`src/rtl/uart_pkg.sv`:
```
`default_nettype none
// ============================================================================
// Module  : uart_pkg
// Brief   : Shared state encoding and payload width for the UART TX arbiter.
// Revision: 1.0 - initial release
// ============================================================================
package uart_pkg;

    localparam int UART_DATA_W = 7;

    typedef enum logic [1:0] {
        ST_IDLE      = 2'b00,
        ST_START     = 2'b01,
        ST_WAIT_DONE = 2'b10,
        ST_GUARD     = 2'b11
    } state_e;

endpackage
`default_nettype wire

```
`src/rtl/uart_tx_arbiter_rr_picker.sv`:
```
`default_nettype none
// ============================================================================
// Module  : rr_picker
// Brief   : Combinational round-robin pick: first set request at or above ptr.
// Revision: 1.0 - initial release
// ============================================================================
module rr_picker #(
    parameter int NUM_REQ = 4,
    parameter int GID_W   = 2
) (
    input  logic [NUM_REQ-1:0] req,
    input  logic [GID_W-1:0]   ptr,
    output logic [NUM_REQ-1:0] grant_oh,
    output logic [GID_W-1:0]   grant_idx,
    output logic               any
);

    int w_j;

    always_comb begin
        grant_oh  = '0;
        grant_idx = '0;
        any       = 1'b0;
        w_j       = 0;
        for (int k = 0; k < NUM_REQ; k++) begin
            // ptr never exceeds NUM_REQ-1, so one subtraction wraps the scan
            w_j = int'(ptr) + k;
            if (w_j >= NUM_REQ) begin
                w_j = w_j - NUM_REQ;
            end
            if (!any && req[w_j]) begin
                any           = 1'b1;
                grant_idx     = GID_W'(w_j);
                grant_oh[w_j] = 1'b1;
            end
        end
    end

endmodule
`default_nettype wire

```
`src/rtl/uart_tx_arbiter.sv`:
```
`default_nettype none
// ============================================================================
// Module  : uart_tx_arbiter
// Brief   : Round-robin sharing of one UART transmitter between byte sources.
// Revision: 1.0 - initial release
// ============================================================================
module uart_tx_arbiter
    import uart_pkg::*;
#(
    parameter int NUM_REQ    = 4,
    parameter int GID_W      = 2,
    parameter int TIMEOUT    = 16,
    parameter int GAP_CYCLES = 2
) (
    input  logic                           clk,
    input  logic                           reset,
    input  logic [NUM_REQ-1:0]             req_valid,
    input  logic [UART_DATA_W*NUM_REQ-1:0] req_data,
    output logic [NUM_REQ-1:0]             req_ready,
    output logic                           tx_start,
    output logic [UART_DATA_W-1:0]         tx_data,
    input  logic                           tx_busy,
    output logic [GID_W-1:0]               grant_id,
    output logic                           active,
    output logic                           err_timeout
);

    localparam int CNT_MAX = (TIMEOUT > GAP_CYCLES) ? TIMEOUT : GAP_CYCLES;
    localparam int CNT_W   = $clog2(CNT_MAX + 1);
    localparam logic [CNT_W-1:0] C_TO_LAST  = CNT_W'(TIMEOUT - 1);
    localparam logic [CNT_W-1:0] C_GAP_LOAD = CNT_W'((GAP_CYCLES > 0) ? GAP_CYCLES - 1 : 0);
    localparam logic [GID_W-1:0] C_LAST_ID  = GID_W'(NUM_REQ - 1);

    state_e                 state_q, state_d;
    logic [GID_W-1:0]       ptr_q, ptr_d;
    logic [CNT_W-1:0]       cnt_q, cnt_d;
    logic                   tx_start_q, tx_start_d;
    logic [UART_DATA_W-1:0] tx_data_q, tx_data_d;
    logic [GID_W-1:0]       grant_q, grant_d;
    logic                   active_q, active_d;
    logic                   err_q, err_d;

    logic [NUM_REQ-1:0]     w_grant_oh;
    logic [GID_W-1:0]       w_win_idx;
    logic                   w_any;
    logic                   w_accept;
    logic [UART_DATA_W-1:0] w_payload;

    rr_picker #(
        .NUM_REQ (NUM_REQ),
        .GID_W   (GID_W)
    ) u_rr_picker (
        .req       (req_valid),
        .ptr       (ptr_q),
        .grant_oh  (w_grant_oh),
        .grant_idx (w_win_idx),
        .any       (w_any)
    );

    // A reset cycle never shows ready, so no source believes it handed off a byte
    assign w_accept  = (state_q == ST_IDLE) && w_any && !tx_busy && !reset;
    assign req_ready = w_accept ? w_grant_oh : '0;
    assign w_payload = req_data[int'(w_win_idx)*UART_DATA_W +: UART_DATA_W];

    always_comb begin
        state_d    = state_q;
        ptr_d      = ptr_q;
        cnt_d      = cnt_q;
        tx_start_d = tx_start_q;
        tx_data_d  = tx_data_q;
        grant_d    = grant_q;
        err_d      = err_q;
        case (state_q)
            ST_IDLE: begin
                if (w_accept) begin
                    tx_data_d  = w_payload;
                    grant_d    = w_win_idx;
                    ptr_d      = (w_win_idx == C_LAST_ID) ? '0 : w_win_idx + GID_W'(1);
                    cnt_d      = '0;
                    tx_start_d = 1'b1;
                    state_d    = ST_START;
                end
            end
            ST_START: begin
                // busy takes priority so an ack on the last allowed cycle is a success
                if (tx_busy) begin
                    tx_start_d = 1'b0;
                    state_d    = ST_WAIT_DONE;
                end else if (cnt_q == C_TO_LAST) begin
                    tx_start_d = 1'b0;
                    err_d      = 1'b1;
                    state_d    = ST_IDLE;
                end else begin
                    cnt_d = cnt_q + CNT_W'(1);
                end
            end
            ST_WAIT_DONE: begin
                if (!tx_busy) begin
                    if (GAP_CYCLES == 0) begin
                        state_d = ST_IDLE;
                    end else begin
                        cnt_d   = C_GAP_LOAD;
                        state_d = ST_GUARD;
                    end
                end
            end
            ST_GUARD: begin
                if (cnt_q == '0) begin
                    state_d = ST_IDLE;
                end else begin
                    cnt_d = cnt_q - CNT_W'(1);
                end
            end
            default: state_d = ST_IDLE;
        endcase
        active_d = (state_d != ST_IDLE);
    end

    always_ff @(posedge clk) begin
        if (reset) begin
            state_q    <= ST_IDLE;
            ptr_q      <= '0;
            cnt_q      <= '0;
            tx_start_q <= 1'b0;
            tx_data_q  <= '0;
            grant_q    <= '0;
            active_q   <= 1'b0;
            err_q      <= 1'b0;
        end else begin
            state_q    <= state_d;
            ptr_q      <= ptr_d;
            cnt_q      <= cnt_d;
            tx_start_q <= tx_start_d;
            tx_data_q  <= tx_data_d;
            grant_q    <= grant_d;
            active_q   <= active_d;
            err_q      <= err_d;
        end
    end

    assign tx_start    = tx_start_q;
    assign tx_data     = tx_data_q;
    assign grant_id    = grant_q;
    assign active      = active_q;
    assign err_timeout = err_q;

endmodule
`default_nettype wire

```
`config.mk`:
```
export PLATFORM = sky130hd
export DESIGN_NAME = uart_tx_arbiter
export DESIGN_NICKNAME = d
export VERILOG_FILES = /design/src/rtl/uart_pkg.sv /design/src/rtl/uart_tx_arbiter_rr_picker.sv /design/src/rtl/uart_tx_arbiter.sv
export SDC_FILE = /design/constraint.sdc
export NUM_CORES = 1
export LEC_CHECK = 0
export CAP_MARGIN = 20
export CORE_ASPECT_RATIO = 1.75
export CORE_MARGIN = 5
export CORE_UTILIZATION = 50
export DETAILED_ROUTE_END_ITERATION = 10
export GPL_TIMING_DRIVEN = 0
export HOLD_SLACK_MARGIN = 0.08
export PLACE_DENSITY = 0.84
export SETUP_SLACK_MARGIN = 0.2
export SYNTH_ARGS = -nofsm -noshare
export SYNTH_HDL_FRONTEND = slang
export SYNTH_SLANG_ARGS = --single-unit
```
`constraint.sdc`:
```
create_clock -name clk -period 5.2 [get_ports clk]
set_input_delay 0.52 -clock clk [delete_from_list [all_inputs] [get_ports clk]]
set_output_delay 0.52 -clock clk [all_outputs]
set_load 0.01 [all_outputs]
```
==> flow_results.xml <==
<?xml version="1.0" encoding="UTF-8"?>
<metrics>
  <group name="outcome">
    <metric name="outcome" unit="">completed</metric>
  </group>
  <group name="worst_setup_path">
    <metric name="critical_path.reg2reg.startpoint" unit="">ptr_q[0]</metric>
    <metric name="startpoint" unit="">ptr_q[0]</metric>
    <metric name="critical_path.slowest_cell" unit="">clkdlybuf4s50_1</metric>
    <metric name="critPathKind" unit="">reg2out</metric>
    <metric name="startpoint_class_of_the_critical_path" unit="">register</metric>
    <metric name="timing.reg2reg.setup_slack" unit="ns">2.00</metric>
    <metric name="critical_path_required" unit="ns">4.68</metric>
    <metric name="crit_family" unit="">buffers and inverters</metric>
    <metric name="worst_ep_arrival_time" unit="ns">3.50</metric>
    <metric name="path_buf_inv" unit="">4</metric>
    <metric name="critical_path_peak_fanout" unit="">10</metric>
    <metric name="slowest_delay" unit="ns">0.54</metric>
    <metric name="worstPathCellList" unit="">buf_2 -&gt; inv_2 -&gt; ha_1 -&gt; clkbuf_1 -&gt; nand2_1 -&gt; o22ai_1 -&gt; a31oi_1 -&gt; o21ai_0 -&gt; a221oi_1 -&gt; nor2_1 -&gt; clkdlybuf4s50_1</metric>
    <metric name="worstSetupEndpointType" unit="">output port</metric>
  </group>
  <group name="route">
    <metric name="detail_route.vias_per_cell" unit="">5.81</metric>
    <metric name="avgRoutedWirePerCell" unit="um">15.1</metric>
    <metric name="initialDrtViolationCount" unit="">39</metric>
    <metric name="detail-route-antenna-nets" unit="">0</metric>
    <metric name="drt_pass_1_iters" unit="">4</metric>
    <metric name="detailroute.via_count" unit="">1737</metric>
    <metric name="routed_wl" unit="mm">4.51</metric>
    <metric name="route.detailed.drc" unit="">0</metric>
  </group>
  <group name="synth">
    <metric name="netlist_area" unit="um2">1620</metric>
    <metric name="postSynthNetCount" unit="">244</metric>
    <metric name="count_of_flip_flops_with_a_built_in_enable_after_synthesis" unit="">0</metric>
    <metric name="yosysSeqAreaShare" unit="%">25.9</metric>
    <metric name="async_flop_share" unit="%">0</metric>
    <metric name="ys_seq_elements" unit="">21</metric>
    <metric name="yosysUniqueCellTypes" unit="">47</metric>
    <metric name="postSynthCellCount" unit="">201</metric>
    <metric name="synth-main-ff-cell" unit="">dfxtp_1</metric>
    <metric name="ys.warnings.count" unit="">0</metric>
    <metric name="synthesis.area_per_instance" unit="um2">8.06</metric>
  </group>
  <group name="die">
    <metric name="floorplan.die.width" unit="um">53.0</metric>
    <metric name="placement_rows" unit="">27</metric>
    <metric name="io_pins" unit="">51</metric>
    <metric name="die_height" unit="um">85.3</metric>
    <metric name="placeableCoreArea" unit="um2">3140</metric>
    <metric name="initial_utilization" unit="%">51.6</metric>
    <metric name="die-area" unit="um2">4520</metric>
  </group>
  <group name="pwr">
    <metric name="power_per_cell_area" unit="nW/um2">287</metric>
    <metric name="peak_ir_drop_on_the_vdd_network" unit="mV">0.283</metric>
    <metric name="fin_total_pwr" unit="uW">642</metric>
    <metric name="power.static_leakage" unit="nW">0.874</metric>
  </group>
  <group name="cts">
    <metric name="clkSinkCount" unit="">21</metric>
    <metric name="post_cts_hold_buffer_count" unit="">0</metric>
    <metric name="clock_latency" unit="ns">0.27</metric>
    <metric name="tritoncts.num_buffers" unit="">3</metric>
    <metric name="clk_pin_slew_worst_paths" unit="ns">0.08</metric>
    <metric name="cts_root_buf" unit="">clkbuf_8</metric>
    <metric name="post_cts_buffers" unit="">0</metric>
    <metric name="cts_tree" unit="">done</metric>
    <metric name="cts-htree-levels" unit="">1</metric>
    <metric name="post_cts_resize_count" unit="">0</metric>
    <metric name="ctsLongestPathBuffers" unit="">2</metric>
  </group>
  <group name="layout">
    <metric name="register_area" unit="um2">420</metric>
    <metric name="area_used_by_multi_input_combinational_logic" unit="um2">1100</metric>
    <metric name="layout.nets" unit="">300</metric>
    <metric name="layout_commonest_cell" unit="">clkdlybuf4s50_1</metric>
    <metric name="antenna_cells_inserted" unit="">0</metric>
    <metric name="area.growth.synth_to_final" unit="%">37.9</metric>
    <metric name="layout.cells.non_filler" unit="">299</metric>
    <metric name="final_layout_size_suffix_gt1_share" unit="%">7.03</metric>
    <metric name="n_fill_cell" unit="">266</metric>
    <metric name="final_cell_mix" unit="">clkdlybuf4s50_1, nor2_1, dfxtp_1, nand2_1, mux2i_1</metric>
  </group>
  <group name="place">
    <metric name="dp_cells" unit="">295</metric>
    <metric name="dp_worst_setup_slack" unit="ns">1.46</metric>
    <metric name="gp_routability_congestion" unit="">0.906</metric>
    <metric name="numPortBuffers" unit="">50</metric>
    <metric name="detailedPlacementHpwl" unit="mm">3.64</metric>
  </group>
  <group name="sta">
    <metric name="clock_skew" unit="ns">0.00193</metric>
    <metric name="layout_setup_ws" unit="ns">1.18</metric>
    <metric name="finalMaxSlewViolations" unit="">0</metric>
    <metric name="rsz0062_at_grt" unit="">false</metric>
    <metric name="worst_slew_margin_rel" unit="%">58.0</metric>
    <metric name="final_period_minus_worst_setup_slack" unit="ns">4.02</metric>
    <metric name="final_hold_viol_count" unit="">0</metric>
    <metric name="totalNegativeSetupSlack" unit="ns">0</metric>
    <metric name="fmax" unit="MHz">249</metric>
    <metric name="tightest_slew" unit="ns">0.629</metric>
    <metric name="period_share" unit="%">77.2</metric>
    <metric name="final-setup-viol-count" unit="">0</metric>
  </group>
  <group name="global_routing">
    <metric name="grt_pass1_vias" unit="">1807</metric>
    <metric name="total_congestion_overflow_after_global_routing" unit="">0</metric>
    <metric name="grt_antenna_before_repair" unit="">0</metric>
    <metric name="grt_max_degree" unit="">14</metric>
    <metric name="global_route.usage.total" unit="%">21.6</metric>
    <metric name="grt_first_pass_wirelength" unit="mm">7.66</metric>
  </group>
  <group name="hold_path">
    <metric name="min_from" unit="">grant_id[1]</metric>
    <metric name="hold_class" unit="">reg2reg</metric>
  </group>
  <group name="job">
    <metric name="drv_cap" unit="">0</metric>
  </group>
</metrics>
==> logic make-up (layout without fill, tap and decap cells) <==
group / after synthesis / count (layout) / share of synthesized area (%)
simple gates: 75 / 75 / 21.7
mux: 18 / 18 / 13.7
buf+inv: 21 / 76 / 5.87
fa+ha+maj: 8 / 8 / 6.64
xor+xnor: 3 / 3 / 1.62
flops: 21 / 21 / 25.9
compound gates: 55 / 55 / 24.6
==> worst register-to-register path: cells and delay by family (launching register included) <==
| kind | cells | cell delay (ns) |
|---|---|---|
| mux | 2 | 0.86 |
| compound gates | 3 | 0.37 |
| fa+ha+maj | 1 | 0.33 |
| buf+inv | 3 | 0.66 |
| flops | 1 | 0.49 |
| simple gates | 1 | 0.36 |
==> power breakdown <==
part / internal [mW] / switching [mW]
logic: 0.162 / 0.164
clock network: 0.0543 / 0.0569
registers: 0.185 / 0.0191
total: 0.401 / 0.240
==> registers in the layout, summed over array words and instances (netlist names) <==
name	cells
state_q	2
tx_data	7
active	1
grant_id	2
tx_start	1
cnt_q	5
ptr_q	2
err_timeout	1
==> per-layer routing <==
| layer | up-vias | global-route usage, % | wire length [um] |
|---|---|---|---|
| met3 | 19 | 2.28 | 155 |
| met5 | - | 0 | 0 |
| met1 | 810 | 21.7 | 1670 |
| li1 | 851 | - | - |
| met2 | 57 | 41.0 | 2500 |
| met4 | 0 | 10.9 | 175 |
==> path summary, 6_finish.rpt <==
kind | end | cells past startpoint
max | req_ready[1] | 11
min | grant_id[1] | 2
max reg2reg | tx_data[2] | 10
min reg2reg | grant_id[1] | 2
==> cell type report <==
class                           count  share of cell area (%)
Buffer                             10                    2.41
Clock buffer                        3                    1.85
Clock inverter                      1                   0.336
Inverter                           11                    1.85
Multi-Input combinational cell    159                    49.4
Sequential cell                    21                    18.8
Tap cell                           43                    2.41
Timing Repair Buffer               51                    22.9
==> cells in the mapped netlist, drive strengths merged, types with 4 or more instances <==
cell type	n	area [um2]
a21oi	12	60.1
a221oi	4	35.0
a22oi	5	37.5
buf	5	35.0
clkbuf	5	18.8
dfxtp	21	420
ha	7	87.6
inv	11	41.3
mux2i	15	150
nand2	17	63.8
nand3	8	40.0
nor2	28	105
o21ai	11	58.8
o221ai	6	52.6
or2	4	25.0
==> through the flow <==
| stage | cell area, um2 | utilization, % | hold slack [ns] |
|---|---|---|---|
| finish | 2230 | 71.1 | 0.454 |
| global route | 2230 | 71.1 | 0.474 |
| CTS | 2230 | 71.1 | 0.465 |
| detailed placement | 2190 | 69.6 | 0.455 |
| global placement | 2170 | 69.2 | 0.430 |
| floorplan | 1620 | - | 0.465 |
(Power assumes the default switching activity.)
